### config.mk
export PLATFORM = sky130hd
export DESIGN_NAME = prog_loader_flat
export DESIGN_NICKNAME = d
export VERILOG_FILES = /design/src/rtl/prog_loader_pkg.sv /design/src/rtl/prog_loader_if.sv /design/src/rtl/prog_loader_byte_packer.sv /design/src/rtl/prog_loader.sv /design/src/flat_wrapper.sv
export SDC_FILE = /design/constraint.sdc
export NUM_CORES = 1
export LEC_CHECK = 0
export CELL_PAD_IN_SITES_DETAIL_PLACEMENT = 0
export CELL_PAD_IN_SITES_GLOBAL_PLACEMENT = 1
export CORE_MARGIN = 3
export CORE_UTILIZATION = 49
export CTS_CLUSTER_DIAMETER = 30
export DETAILED_ROUTE_END_ITERATION = 8
export DONT_BUFFER_PORTS = 1
export GPL_ROUTABILITY_DRIVEN = 0
export PLACE_DENSITY_LB_ADDON = 0.25
export SETUP_SLACK_MARGIN = 0.02
export SLEW_MARGIN = 10
export SYNTH_ARGS = -nofsm -noshare
export SYNTH_HDL_FRONTEND = slang
export SYNTH_SLANG_ARGS = --single-unit
### constraint.sdc
create_clock -name clk -period 5.4 [get_ports clk]
set_clock_uncertainty 0.15 [all_clocks]
set_input_delay 0.54 -clock clk [delete_from_list [all_inputs] [get_ports clk]]
set_output_delay 0.54 -clock clk [all_outputs]
set_load 0.1 [all_outputs]
### src/rtl/prog_loader_pkg.sv
// Shared types and defaults for the program loader: state encoding, widths, bytes per word.
// Latency: n/a (declarations only).
// Backpressure: n/a (declarations only).
package prog_loader_pkg;

    localparam int ADDR_W_DEF     = 10;
    localparam int DATA_W_DEF     = 18;
    localparam int BYTES_PER_WORD = 3;

    // CHK only exists when the trailing checksum byte is part of the protocol.
    typedef enum logic [2:0] {
        ST_IDLE  = 3'd0,
        ST_B0    = 3'd1,
        ST_B1    = 3'd2,
        ST_B2    = 3'd3,
        ST_WRITE = 3'd4,
`ifdef PROG_LOADER_CHECKSUM_EN
        ST_CHK   = 3'd5,
`endif
        ST_FIN   = 3'd6
    } state_t;

endpackage

### src/rtl/prog_loader_if.sv
// Loader bus: load command, byte stream in (valid/ready), program memory write port, status.
// Latency: n/a (wiring only).
// Backpressure: rx_ready from the loader side throttles the byte source.
interface prog_loader_if #(
    parameter int ADDR_W = prog_loader_pkg::ADDR_W_DEF,
    parameter int DATA_W = prog_loader_pkg::DATA_W_DEF
);
    logic              start;
    logic [ADDR_W-1:0] base_addr;
    logic [ADDR_W:0]   len;
    logic [7:0]        rx_data;
    logic              rx_valid;
    logic              rx_ready;
    logic              wr_en;
    logic [ADDR_W-1:0] wr_addr;
    logic [DATA_W-1:0] wr_data;
    logic              busy;
    logic              done;
    logic              err;

    modport master (
        output start, base_addr, len, rx_data, rx_valid,
        input  rx_ready, wr_en, wr_addr, wr_data, busy, done, err
    );

    modport slave (
        input  start, base_addr, len, rx_data, rx_valid,
        output rx_ready, wr_en, wr_addr, wr_data, busy, done, err
    );
endinterface

### src/rtl/prog_loader_byte_packer.sv
// Shifts bytes in big-endian order; word_o is the word formed by the two held bytes plus byte_i.
// Latency: word_o is combinational on byte_i, so the third byte completes the word in its own cycle.
// Backpressure: none; the caller only asserts shift_en on accepted bytes.
module byte_packer #(
    parameter int DATA_W = prog_loader_pkg::DATA_W_DEF
) (
    input  logic              clk,
    input  logic              rst,
    input  logic              clr,
    input  logic              shift_en,
    input  logic [7:0]        byte_i,
    output logic [DATA_W-1:0] word_o
);
    logic [15:0] sr_q, sr_d;

    // Keep the two most recent bytes; clear discards any partial word.
    always_comb begin
        sr_d = sr_q;
        if (clr) begin
            sr_d = '0;
        end else if (shift_en) begin
            sr_d = {sr_q[7:0], byte_i};
        end
    end

    // Byte history register.
    always_ff @(posedge clk) begin
        if (rst) sr_q <= '0;
        else     sr_q <= sr_d;
    end

    // Upper bits of the oldest byte fall off the top of the instruction word.
    assign word_o = DATA_W'({sr_q, byte_i});
endmodule

### src/rtl/prog_loader.sv
// Loads LEN 3-byte words from a byte stream into program memory at BASE_ADDR upward (wrapping).
// Latency: write strobe the cycle after the third byte of a word; DONE/ERR one cycle after the last write.
// Backpressure: rx_ready only in byte-collect states; optional checksum byte via PROG_LOADER_CHECKSUM_EN.
module prog_loader
    import prog_loader_pkg::*;
#(
    parameter int ADDR_W = ADDR_W_DEF,
    parameter int DATA_W = DATA_W_DEF
) (
    input  logic          clk,
    input  logic          rst,
    prog_loader_if.slave  bus
);
`ifdef PROG_LOADER_CHECKSUM_EN
    localparam state_t ST_LAST = ST_CHK;
`else
    localparam state_t ST_LAST = ST_FIN;
`endif

    state_t            state_q, state_d;
    logic [ADDR_W-1:0] addr_q, addr_d;
    logic [ADDR_W:0]   len_q, len_d;
    logic [ADDR_W:0]   cnt_q, cnt_d;
    logic [ADDR_W:0]   cnt_nxt;
    logic [ADDR_W-1:0] wr_addr_q, wr_addr_d;
    logic [DATA_W-1:0] wr_data_q, wr_data_d;
    logic              rx_ready_q, rx_ready_d;
    logic              wr_en_q, wr_en_d;
    logic              busy_q, busy_d;
    logic              done_q, done_d;
    logic              err_q, err_d;
    logic              accept;
    logic              data_take;
    logic [DATA_W-1:0] packed_word;

    assign accept    = bus.rx_valid & rx_ready_q;
    assign data_take = accept & (state_q inside {ST_B0, ST_B1, ST_B2});
    assign cnt_nxt   = cnt_q + 1'b1;

    byte_packer #(.DATA_W(DATA_W)) u_packer (
        .clk      (clk),
        .rst      (rst),
        .clr      (state_q == ST_IDLE),
        .shift_en (data_take),
        .byte_i   (bus.rx_data),
        .word_o   (packed_word)
    );

`ifdef PROG_LOADER_CHECKSUM_EN
    logic [7:0] sum_q, sum_d;

    // Running mod-256 sum of the data bytes of the current load.
    always_comb begin
        sum_d = sum_q;
        if (state_q == ST_IDLE) sum_d = '0;
        else if (data_take)     sum_d = sum_q + bus.rx_data;
    end

    // Checksum accumulator.
    always_ff @(posedge clk) begin
        if (rst) sum_q <= '0;
        else     sum_q <= sum_d;
    end
`endif

    // Next state, datapath updates and registered output values.
    always_comb begin
        state_d   = state_q;
        addr_d    = addr_q;
        len_d     = len_q;
        cnt_d     = cnt_q;
        wr_addr_d = wr_addr_q;
        wr_data_d = wr_data_q;
        err_d     = 1'b0;
        case (state_q)
            ST_IDLE: begin
                if (bus.start) begin
                    if (bus.len == '0) begin
                        state_d = ST_FIN;
                        err_d   = 1'b1;
                    end else begin
                        state_d = ST_B0;
                        addr_d  = bus.base_addr;
                        len_d   = bus.len;
                        cnt_d   = '0;
                    end
                end
            end
            ST_B0: if (accept) state_d = ST_B1;
            ST_B1: if (accept) state_d = ST_B2;
            ST_B2: begin
                if (accept) begin
                    state_d   = ST_WRITE;
                    wr_addr_d = addr_q;
                    wr_data_d = packed_word;
                end
            end
            ST_WRITE: begin
                addr_d  = addr_q + 1'b1;
                cnt_d   = cnt_nxt;
                state_d = (cnt_nxt == len_q) ? ST_LAST : ST_B0;
            end
`ifdef PROG_LOADER_CHECKSUM_EN
            ST_CHK: begin
                if (accept) begin
                    state_d = ST_FIN;
                    err_d   = (bus.rx_data != sum_q);
                end
            end
`endif
            ST_FIN:  state_d = ST_IDLE;
            default: state_d = ST_IDLE;
        endcase

`ifdef PROG_LOADER_CHECKSUM_EN
        rx_ready_d = state_d inside {ST_B0, ST_B1, ST_B2, ST_CHK};
`else
        rx_ready_d = state_d inside {ST_B0, ST_B1, ST_B2};
`endif
        wr_en_d = (state_d == ST_WRITE);
        busy_d  = (state_d != ST_IDLE);
        done_d  = (state_d == ST_FIN);
    end

    // FSM state and all registered outputs.
    always_ff @(posedge clk) begin
        if (rst) begin
            state_q    <= ST_IDLE;
            addr_q     <= '0;
            len_q      <= '0;
            cnt_q      <= '0;
            wr_addr_q  <= '0;
            wr_data_q  <= '0;
            rx_ready_q <= 1'b0;
            wr_en_q    <= 1'b0;
            busy_q     <= 1'b0;
            done_q     <= 1'b0;
            err_q      <= 1'b0;
        end else begin
            state_q    <= state_d;
            addr_q     <= addr_d;
            len_q      <= len_d;
            cnt_q      <= cnt_d;
            wr_addr_q  <= wr_addr_d;
            wr_data_q  <= wr_data_d;
            rx_ready_q <= rx_ready_d;
            wr_en_q    <= wr_en_d;
            busy_q     <= busy_d;
            done_q     <= done_d;
            err_q      <= err_d;
        end
    end

    assign bus.rx_ready = rx_ready_q;
    assign bus.wr_en    = wr_en_q;
    assign bus.wr_addr  = wr_addr_q;
    assign bus.wr_data  = wr_data_q;
    assign bus.busy     = busy_q;
    assign bus.done     = done_q;
    assign bus.err      = err_q;
endmodule

### src/flat_wrapper.sv
// flat-port wrapper written by rule: the top's interface ports become plain ports
module prog_loader_flat import prog_loader_pkg::*;
#(
    parameter int ADDR_W = ADDR_W_DEF,
    parameter int DATA_W = DATA_W_DEF
)
  (clk, rst, bus_start, bus_base_addr, bus_len, bus_rx_data, bus_rx_valid, bus_rx_ready, bus_wr_en, bus_wr_addr, bus_wr_data, bus_busy, bus_done, bus_err);
  prog_loader_if #(.ADDR_W(ADDR_W), .DATA_W(DATA_W)) bus_i ();
  input  logic clk;
  input  logic rst;
  input wire logic [$bits(bus_i.start)-1:0] bus_start;
  input wire logic [$bits(bus_i.base_addr)-1:0] bus_base_addr;
  input wire logic [$bits(bus_i.len)-1:0] bus_len;
  input wire logic [$bits(bus_i.rx_data)-1:0] bus_rx_data;
  input wire logic [$bits(bus_i.rx_valid)-1:0] bus_rx_valid;
  output wire logic [$bits(bus_i.rx_ready)-1:0] bus_rx_ready;
  output wire logic [$bits(bus_i.wr_en)-1:0] bus_wr_en;
  output wire logic [$bits(bus_i.wr_addr)-1:0] bus_wr_addr;
  output wire logic [$bits(bus_i.wr_data)-1:0] bus_wr_data;
  output wire logic [$bits(bus_i.busy)-1:0] bus_busy;
  output wire logic [$bits(bus_i.done)-1:0] bus_done;
  output wire logic [$bits(bus_i.err)-1:0] bus_err;
  assign bus_i.start = bus_start;
  assign bus_i.base_addr = bus_base_addr;
  assign bus_i.len = bus_len;
  assign bus_i.rx_data = bus_rx_data;
  assign bus_i.rx_valid = bus_rx_valid;
  assign bus_rx_ready = bus_i.rx_ready;
  assign bus_wr_en = bus_i.wr_en;
  assign bus_wr_addr = bus_i.wr_addr;
  assign bus_wr_data = bus_i.wr_data;
  assign bus_busy = bus_i.busy;
  assign bus_done = bus_i.done;
  assign bus_err = bus_i.err;
  prog_loader #(.ADDR_W(ADDR_W), .DATA_W(DATA_W)) u_core (.clk(clk), .rst(rst), .bus(bus_i));
endmodule
Yosys cells after proc, flatten, opt, wreduce, memory -nomap -nowiden. Index checks and enable logic that the tools add are counted.

Muxes and demuxes: 14. Reductions and logical operators: 11. $add $sub $neg: 2. Bitwise gates (word level): 5. Equal/unequal tests: 12.

Operator list (count): $mux 11 (2); $pmux 11 s2 (1); $mux 10 (2); $pmux 10 s2 (1); $mux 3 (6); $pmux 3 s5 (1); $eq 3x2->1 const B (4); $add 11x1->11 const B (1); $eq 11x11->1 (1); $logic_not 11->1 (1); $add 10x1->10 const B (1); $eq 3x3->1 const B (3); $reduce_bool 3->1 (3); $eq 3x1->1 const B (2); $reduce_and 3->1 (2); $ne 2x2->1 const B (2); $logic_not 3->1 (1); $not 1->1 (3); $reduce_or 3->1 (1); $and 1x1->1 (2); $reduce_and 2->1 (1); $reduce_bool 2->1 (1); $reduce_or 2->1 (1); $mux 1 (1).

Output and inout port bits: 33. Word-level logic and storage cells: 56. Register bits: 78. Input port bits: 33.

Depth between registers and ports, before layout. Gate-level depths: netlist of the first run.

Word-level depth: 6. Mapped depth: 9. Depth with buffers taken out: 7.

Cells and area by module. From an unflattened synthesis of the first run, not the netlist that was laid out.

Cells, all modules: 467. Area total of the unflattened synthesis: 3644.7 µm².

Modules (own cells, without submodules): prog_loader (sequential area each 1361.3 µm², cells an instance 426, area each 3221.8 µm², times used 1); byte_packer (sequential area each 200.2 µm², cells an instance 41, area each 422.9 µm², times used 1).

Worst setup path after synthesis of the first run. OpenSTA, ideal clock, no wires.

Path type: register to register. From: reg u_core.rx_ready_q, in the netlist u_core.bus.rx_ready. To: reg u_core.wr_addr_q[2], in the netlist u_core.bus.wr_addr[2]. Required time: 5.180 ns. Setup time: 0.070 ns. Stages on the path, launching flop included: 8. Arrival: 2.247 ns. Period minus slack after synthesis: 2.467 ns. Path buffers: 2. Slack: 2.933 ns. Cell sequence: dfxtp_1 > nand2_1 > nor2_1 > and3_1 > clkbuf_1 > clkbuf_1 > nand2_1 > a21oi_1.

Cells in the longest elaborated chain, start to end: 2.

Ends and longest elaborated chain: start: declaration (line prog_loader.sv:27) `logic rx_ready_q, rx_ready_d;`; start signal: assignment (line prog_loader.sv:146) `rx_ready_q <= rx_ready_d;`; $and 1x1->1 (line prog_loader.sv:36) `assign accept = bus.rx_valid & rx_ready_q;`; $reduce_and 2->1 (no source line); end signal: assignment (line prog_loader.sv:144) `wr_addr_q <= wr_addr_d;`; end: declaration (line prog_loader.sv:25) `logic [ADDR_W-1:0] wr_addr_q, wr_addr_d;`.

No other way between the ends. A chain may end at the register's enable or synchronous reset.

Worst setup path after layout of the first run.
From: reg u_core.rx_ready_q, in the netlist u_core.bus.rx_ready. To: reg u_core.wr_data_q[16], in the netlist u_core.bus.wr_data[16].

Cells in the longest elaborated chain, start to end: 2.

Ends and longest elaborated chain: $and 1x1->1 (line prog_loader.sv:36); $reduce_and 2->1 (no source line); end signal: assignment (line prog_loader.sv:145) `wr_data_q <= wr_data_d;`; end: declaration (line prog_loader.sv:26) `logic [DATA_W-1:0] wr_data_q, wr_data_d;`.

No other way between the ends.

==> impl_metrics.toml, run 1 <==
[hold_path]
hp-class = "primary input to register"
min_from = "rst"
hold_path_depth = 1

[global_routing]
grt_pass1_wl_um = 14100
grt_pass1_vias = 2943
overflow = 0
antenna_found_initial = 0
grtUsageTotal = 0.205
grt_max_degree = 71

[power]
powerDensity_nw_per_um2 = 291
p_leak_nw = 1.18
ir_worst_vdd_v = 0.000180

[clock_tree]
cts_made_buffers = 9
cts_resized = 0
clock_path_buffers = 2
holdBufCountCts = 0
root_buffer = "clkbuf_8"
cts_max_level = 3
cts_sinks = 78
cts.clk_slew.worst_paths_ps = 90
clk_latency_ps = 350
post_cts_buffers = 0
cts_tree = "built"

[critical_path]
critPathKind = "register to register"
regToRegStartpoint = "u_core.bus.rx_ready"
worstSetupStartpointType = "register"
r2r_cells = 5
crit_fanout = 30
startpoint = "u_core.bus.rx_ready"
cpPeakStageDelay_ps = 1010
crit_slowest_cell = "dfxtp_1"
crit_end = "u_core.bus.wr_data[16]"
worstPathArrival_ps = 3070
cp_common_cell = "nand2_1"
r2r-end = "u_core.bus.wr_data[16]"
r2r_slack_ps = 2420
crit_required_ps = 5490
endpoint_kind = "register"
crit_chain = "nand2_1 > nor2_1 > nand3_1 > nand2_1 > a21oi_1"

[placed_design]
place.port_buffers = 0
place_hpwl_um = 5590
pre_cts_slack_ps = 2380

[sta]
relSlewSlack = 0.238
finalCritPeriodShare = 0.552
worstMarginPinSlew_ps = 1140
rsz0062_at_grt = "false"
hold_violations = 0
maxSlewViolCount = 0
setup_viol = 0
tns_ps = 0
final.min_clock_period_ps = 2980
setup_ws_ps = 2420
fmax_mhz = 336
hold_slack_ps = 99.3

[route]
route.detailed.drc = 0
ant_nets = 0
wl_um = 8250
num_vias = 3127
via_per_inst = 5.88
drt_iter0_markers = 223
wire_per_inst_um = 15.5
dr.pass1.iters = 4

[floorplanning]
die_w_um = 91.4
pin_count = 66
die_h_um = 91.4
die_area_um2 = 8360
core-area_um2 = 6940
rows = 30
start_util = 0.515

[final_layout]
synthToLayoutAreaGrowth_pct = 4.23
layout_commonest_cell = "nand2_1"
num-nets-final = 466
final_cell_mix = "nand2_1, dfxtp_1, a21oi_1, nor2_1, nand3_1"
antenna_cells = 0
drive_gt1_frac = 0.0711
final_core_util = 0.537

[yosys]
yosysTopAreaCellShare = 0.437
synth_flop_cell = "dfxtp_1"
ys_top_cells_by_area = "dfxtp_1, nand2_1, a21oi_1"
netlist_area_um2 = 3580
yosysUniqueCellTypes = 58
synth-seq-cells = 78
yosysSeqAreaShare = 0.437
syn_area_per_cell_um2 = 7.86
ys_warn_count = 0
synth-async-reset-ratio = 0
syn-num-nets = 490
yosysTopAreaCell = "dfxtp_1"
synth_cells = 455
synth_edf_count = 0

[status]
status = "finished, final reports clean"

[job]
maxCapViolations = 0
-- final cells by class --
cell class | instances | area [um^2]
timing repair buffer | 1 | 7.51
inverter | 2 | 7.51
tap | 96 | 120
sequential | 78 | 1560
clock inverter | 7 | 57.6
fill | 688 | 3220
clock buffer | 9 | 124
multi-input combinational | 339 | 1850
-- Yosys cell counts, drive strengths merged, types with 2 or more instances --
master and instances:
nand3b 3, nand3 17, a22oi 4, and3 6, or3 4, a31oi 4
or2 2, dfxtp 78, o41ai 2, a21oi 72, o221ai 2, nor4 2
nand4 6, nand2 107, nor2 23, and4 3, o32ai 3, nand2b 5
a211oi 11, a311oi 4, or4 3, and2 4, inv 2, clkbuf 29
o31ai 3, nor3 4, xnor2 8, xor2 6, ha 2, buf 7
o21ai 15
-- logic make-up after synthesis --
| kind of cell | synth area share |
|---|---|
| multiplexers | 0.00280 |
| adder cells (fa/ha/maj) | 0.00700 |
| buffers and inverters | 0.0462 |
| XOR/XNOR | 0.0343 |
| flip-flops | 0.437 |
| AND/OR/NAND/NOR | 0.253 |
| AO/OA/AOI/OAI | 0.220 |
-- worst min path at each step --
stage	end	slack, ps
floorplan	u_core.bus.wr_data[10]	280
global placement	u_core.bus.wr_data[13]	280
detailed placement	u_core.bus.wr_data[11]	290
CTS	u_core.bus.wr_data[4]	80
global route	u_core.bus.wr_data[3]	70
finish	u_core.bus.wr_data[4]	100
-- through the flow --
step / power [mW] / area (um^2) / std cells
floorplan: 0.687 / 3580 / 455
global placement: 0.695 / 3550 / 516
detailed placement: 0.696 / 3550 / 516
CTS: 1.10 / 3730 / 532
global route: 1.13 / 3730 / 532
finish: 1.08 / 3730 / 532
-- layer usage --
| metal | track usage | vias to the layer above | share of wire |
|---|---|---|---|
| li1 | - | 1552 | - |
| met1 | 0.276 | 1485 | 0.47 |
| met2 | 0.303 | 80 | 0.44 |
| met3 | 0.0663 | 10 | 0.071 |
| met4 | 0.0779 | 0 | 0.014 |
| met5 | 0 | - | 0 |
-- state kept, by name, summed over array words and instances (netlist names) --
name	count
u_core.bus.rx_ready	1
u_core.bus.wr_en	1
u_core.bus.wr_addr	10
u_core.bus.wr_data	18
u_core.addr_q	10
u_core.cnt_q	11
u_core.bus.busy	1
u_core.state_q	3
u_core.len_q	11
u_core.u_packer.sr_q	10
u_core.bus.done	1
u_core.bus.err	1
-- critical path, delay by kind of cell, from the launching register on --
| family | cells | cell delay (ps) |
|---|---|---|
| and+or+nand+nor | 4 | 1610 |
| DFF | 1 | 1010 |
| AOI/OAI and AO/OA | 1 | 90 |
-- power breakdown --
group          internal (mW)  switching, mW
logic                 0.0271         0.0374
clock network          0.172          0.230
registers              0.590         0.0284
total                  0.789          0.295
(Power assumes the default switching activity.)
==> inputs of run 2 (changes only) <==
Settings changed: CORE_UTILIZATION 49 to 41.
Clock period 5.4 ns to 2.7 ns, I/O delays scaled along.
==> impl_metrics.toml, run 2 (same netlist as run 1, synthesis figures left out) <==
[status]
status = "finished, final reports clean"

[route]
wl_um = 9170
dr.pass1.iters = 4
drt_iter0_markers = 239
route.detailed.drc = 0
num_vias = 3289
wire_per_inst_um = 15.5
via_per_inst = 5.57
ant_nets = 0

[clock_tree]
cts_sinks = 78
cts_tree = "built"
cts.clk_slew.worst_paths_ps = 90
cts_made_buffers = 9
clk_latency_ps = 350
root_buffer = "clkbuf_8"
clock_path_buffers = 2
cts_max_level = 3

[global_routing]
grtUsageTotal = 0.193
antenna_found_initial = 0
grt_pass1_wl_um = 15200
grt_pass1_vias = 3018
grt_max_degree = 70
overflow = 0

[final_layout]
regArea_um2 = 1560
final_core_util = 0.504
fin_cells = 591
synthToLayoutAreaGrowth_pct = 17.6
largest_register_ffs = 18
drive_gt1_frac = 0.117
multi_input_area_um2 = 1850
antenna_cells = 0
num-nets-final = 516
final_cell_mix = "nand2_1, dfxtp_1, a21oi_1, buf_4"
num-fill-cells = 842
layout_commonest_cell = "nand2_1"

[sta]
maxSlewViolCount = 0
hold_violations = 0
relSlewSlack = 0.295
setup_ws_ps = 216
finalCritPeriodShare = 0.920
rsz0062_at_grt = "false"
tns_ps = 0
worstMarginPinSlew_ps = 1050
fmax_mhz = 403
setup_viol = 0
final.min_clock_period_ps = 2480

[hold_path]
min_from = "bus_base_addr[9]"
hold_path_depth = 2
hp-class = "primary input to register"

[critical_path]
regToRegStartpoint = "u_core.cnt_q[3]"
endpoint_kind = "register"
r2r_cells = 6
crit_fanout = 11
crit_chain = "and2_1 > and4_1 > o2111ai_1 > or4_1 > o31a_1 > and3_1"
critPathKind = "register to register"
startpoint = "u_core.cnt_q[3]"
crit_required_ps = 2800
worstSetupStartpointType = "register"
cpPeakStageDelay_ps = 570
crit_slowest_cell = "dfxtp_1"
worstPathArrival_ps = 2580

[floorplanning]
die_h_um = 99.4
core-area_um2 = 8340
die_area_um2 = 9880
die_w_um = 99.4
pin_count = 66
start_util = 0.429
rows = 33

[placed_design]
pre_cts_slack_ps = 195
placedCellCount = 551
place_hpwl_um = 6150
place.port_buffers = 0

[power]
ir_worst_vdd_v = 0.000322
p_leak_nw = 1.43
powerDensity_nw_per_um2 = 549
power_mw = 2.31

[job]
maxCapViolations = 0
[run 2: power breakdown]
| part | internal (mW) | switching (mW) | total (mW) |
|---|---|---|---|
| Combinational | 0.0845 | 0.111 | 0.196 |
| Clock | 0.430 | 0.454 | 0.884 |
| Sequential | 1.18 | 0.0477 | 1.23 |
[run 2: worst paths after layout]
| check | end | slack [ps] |
|---|---|---|
| worst max-delay path | u_core.bus.rx_ready | 220 |
| worst max register to register | u_core.bus.rx_ready | 220 |
| worst min register to register | u_core.bus.wr_data[14] | 300 |
| worst min-delay path | u_core.addr_q[9] | 30 |
[run 2: metal layers]
layer / vias to the layer above / global-route usage / routed length, um
li1: 1652 / - / -
met2: 77 / 0.286 / 4060
met4: 0 / 0.0714 / 117
met5: - / 0 / 0
met3: 9 / 0.0463 / 555
met1: 1551 / 0.272 / 4440
[run 2: stage by stage]
stage	hold slack, ps	area, um^2
2_1_floorplan	256	3580
3_3_place_gp	195	3750
3_5_place_dp	196	3750
4_1_cts	11.4	4200
5_1_grt	14.8	4200
6_report	27.0	4200
[run 2: repair_timing]
action,4_1_cts,5_1_grt
resized for setup,0,1
hold buffers,24,0
setup buffers,0,0
endpoints found under the hold margin,76,0
endpoints found under the setup margin,0,1
[run 2: final cells by class]
class / count / share of cell area
multi-input combinational: 339 / 0.440
tap: 105 / 0.0313
timing repair buffer: 51 / 0.110
sequential: 78 / 0.371
clock buffer: 11 / 0.0313
inverter: 2 / 0.00179
clock inverter: 5 / 0.0143
[run 2: critical path, delay by kind of cell, from the launching register on]
family	cells	cell delay [ps]
and+or+nand+nor	4	1260
AOI/OAI and AO/OA	2	410
DFF	1	570
==> inputs of run 3 (changes only) <==
Settings changed: SETUP_SLACK_MARGIN 0.02 to 0.3.
==> impl_metrics.toml, run 3 (same netlist as run 1, synthesis figures left out) <==
[critical_path]
critPathKind = "register to register"
crit_required_ps = 2790
endpoint_kind = "register"
worst-path-buf-inv = 0
r2r_slack_ps = 320
startpoint = "u_core.cnt_q[1]"
crit_end = "u_core.bus.rx_ready"
cpPeakStageDelay_ps = 530
r2r_cells = 7
r2r-end = "u_core.bus.rx_ready"
crit_family = "compound AO/OA/AOI/OAI gates"
crit_chain = "ha_4 > o21ba_4 > a221oi_2 > o32ai_2 > or4_4 > o31a_1 > and3_1"
crit_slowest_cell = "or4_4"
regToRegStartpoint = "u_core.cnt_q[1]"
path_depth = 7
worstPathArrival_ps = 2470
worstSetupStartpointType = "register"
crit_fanout = 8

[power]
ir_worst_vdd_v = 0.000396
p_leak_nw = 1.46
powerDensity_nw_per_um2 = 544

[clock_tree]
cts_sinks = 78
root_buffer = "clkbuf_8"
cts_made_buffers = 9
clock_path_buffers = 2
cts_max_level = 3
cts.clk_slew.worst_paths_ps = 90
clk_latency_ps = 350
cts_tree = "built"

[sta]
maxSlewViolCount = 0
fmax_mhz = 420
setup_ws_ps = 322
relSlewSlack = 0.316
hold_violations = 0
worstMarginPinSlew_ps = 1020
tns_ps = 0
setup_viol = 0
finalCritPeriodShare = 0.881
final.min_clock_period_ps = 2380
rsz0062_at_grt = "true"
hold_slack_ps = 17.7

[final_layout]
num-nets-final = 518
layout_commonest_cell = "nand2_1"
synthToLayoutAreaGrowth_pct = 20.2
antenna_cells = 0
drive_gt1_frac = 0.154
final_cell_area_um2 = 4300
final_cell_mix = "nand2_1, a21oi_1, dfxtp_1, buf_4"
largest_register_ffs = 18
num-fill-cells = 843

[global_routing]
grt_pass1_vias = 3097
antenna_found_initial = 0
grtUsageTotal = 0.194
grt_max_degree = 70
overflow = 0
grt_pass1_wl_um = 15500

[route]
num_vias = 3302
route.detailed.drc = 0
via_per_inst = 5.57
wire_per_inst_um = 16.0
wl_um = 9500
ant_nets = 0
drt_iter0_markers = 221
dr.pass1.iters = 4

[placed_design]
place_hpwl_um = 6230
place.port_buffers = 0
pre_cts_slack_ps = 210
placed_cell_area_um2 = 3730

[floorplanning]
die_w_um = 99.4
pin_count = 66
core-area_um2 = 8340
start_util = 0.429
die_area_um2 = 9880
die_h_um = 99.4
rows = 33

[status]
status = "finished, final reports clean"

[hold_path]
hold_path_depth = 2
hp-class = "primary input to register"

[job]
maxCapViolations = 0
[run 3: worst reg2reg max path, cell delays in order, from the launching register on]
cell      delay [ps]
dfxtp_4          370
ha_4             190
o21ba_4          190
a221oi_2         260
o32ai_2          120
or4_4            530
o31a_1           320
and3_1           150
[run 3: area by class of cell]
cell class	instances	area, um^2	share of cell area
Clock buffer	10	138	0.0320
Clock inverter	6	67.6	0.0157
Inverter	2	7.51	0.00175
Multi-Input combinational cell	340	1910	0.444
Sequential cell	78	1580	0.367
Tap cell	105	131	0.0306
Timing Repair Buffer	52	468	0.109
[run 3: where the power goes]
| group | internal [mW] | switching, mW |
|---|---|---|
| Sequential | 1.18 | 0.0488 |
| Clock | 0.458 | 0.456 |
| Combinational | 0.0861 | 0.114 |
| Total | 1.72 | 0.619 |
[run 3: worst min-delay path by stage]
stage / to / slack [ps] / from
after floorplan: u_core.u_packer.sr_q[2] / 260 / bus_rx_data[2]
final: u_core.addr_q[3] / 20 / bus_base_addr[3]
after CTS: u_core.addr_q[3] / 20 / bus_base_addr[3]
after global placement: u_core.bus.wr_data[5] / 200 / rst
after detailed placement: u_core.bus.wr_data[4] / 200 / rst
after global routing: u_core.addr_q[3] / 30 / bus_base_addr[3]
[run 3: timing repair]
item                                    CTS  global route
gates resized for setup                   9             8
hold endpoints to repair                 76             0
pin swaps                                 1             4
hold buffers                             24             0
buffers inserted                          0             5
gates cloned                              0             1
endpoints found under the setup margin    4             5
[run 3: layer usage]
| metal | global-route usage | vias up | wire, um |
|---|---|---|---|
| met2 | 0.298 | 84 | 4300 |
| li1 | - | 1668 | - |
| met3 | 0.0596 | 9 | 571 |
| met1 | 0.262 | 1541 | 4510 |
| met4 | 0.0588 | 0 | 124 |
| met5 | 0 | - | 0 |
[run 3: through the flow]
step           total power [mW]  cells   util
2_1_floorplan              1.38    455      -
3_3_place_gp               1.40    547  0.448
3_5_place_dp               1.40    547  0.448
4_1_cts                    2.36    587  0.507
5_1_grt                    2.43    593  0.515
6_report                   2.34    593  0.515
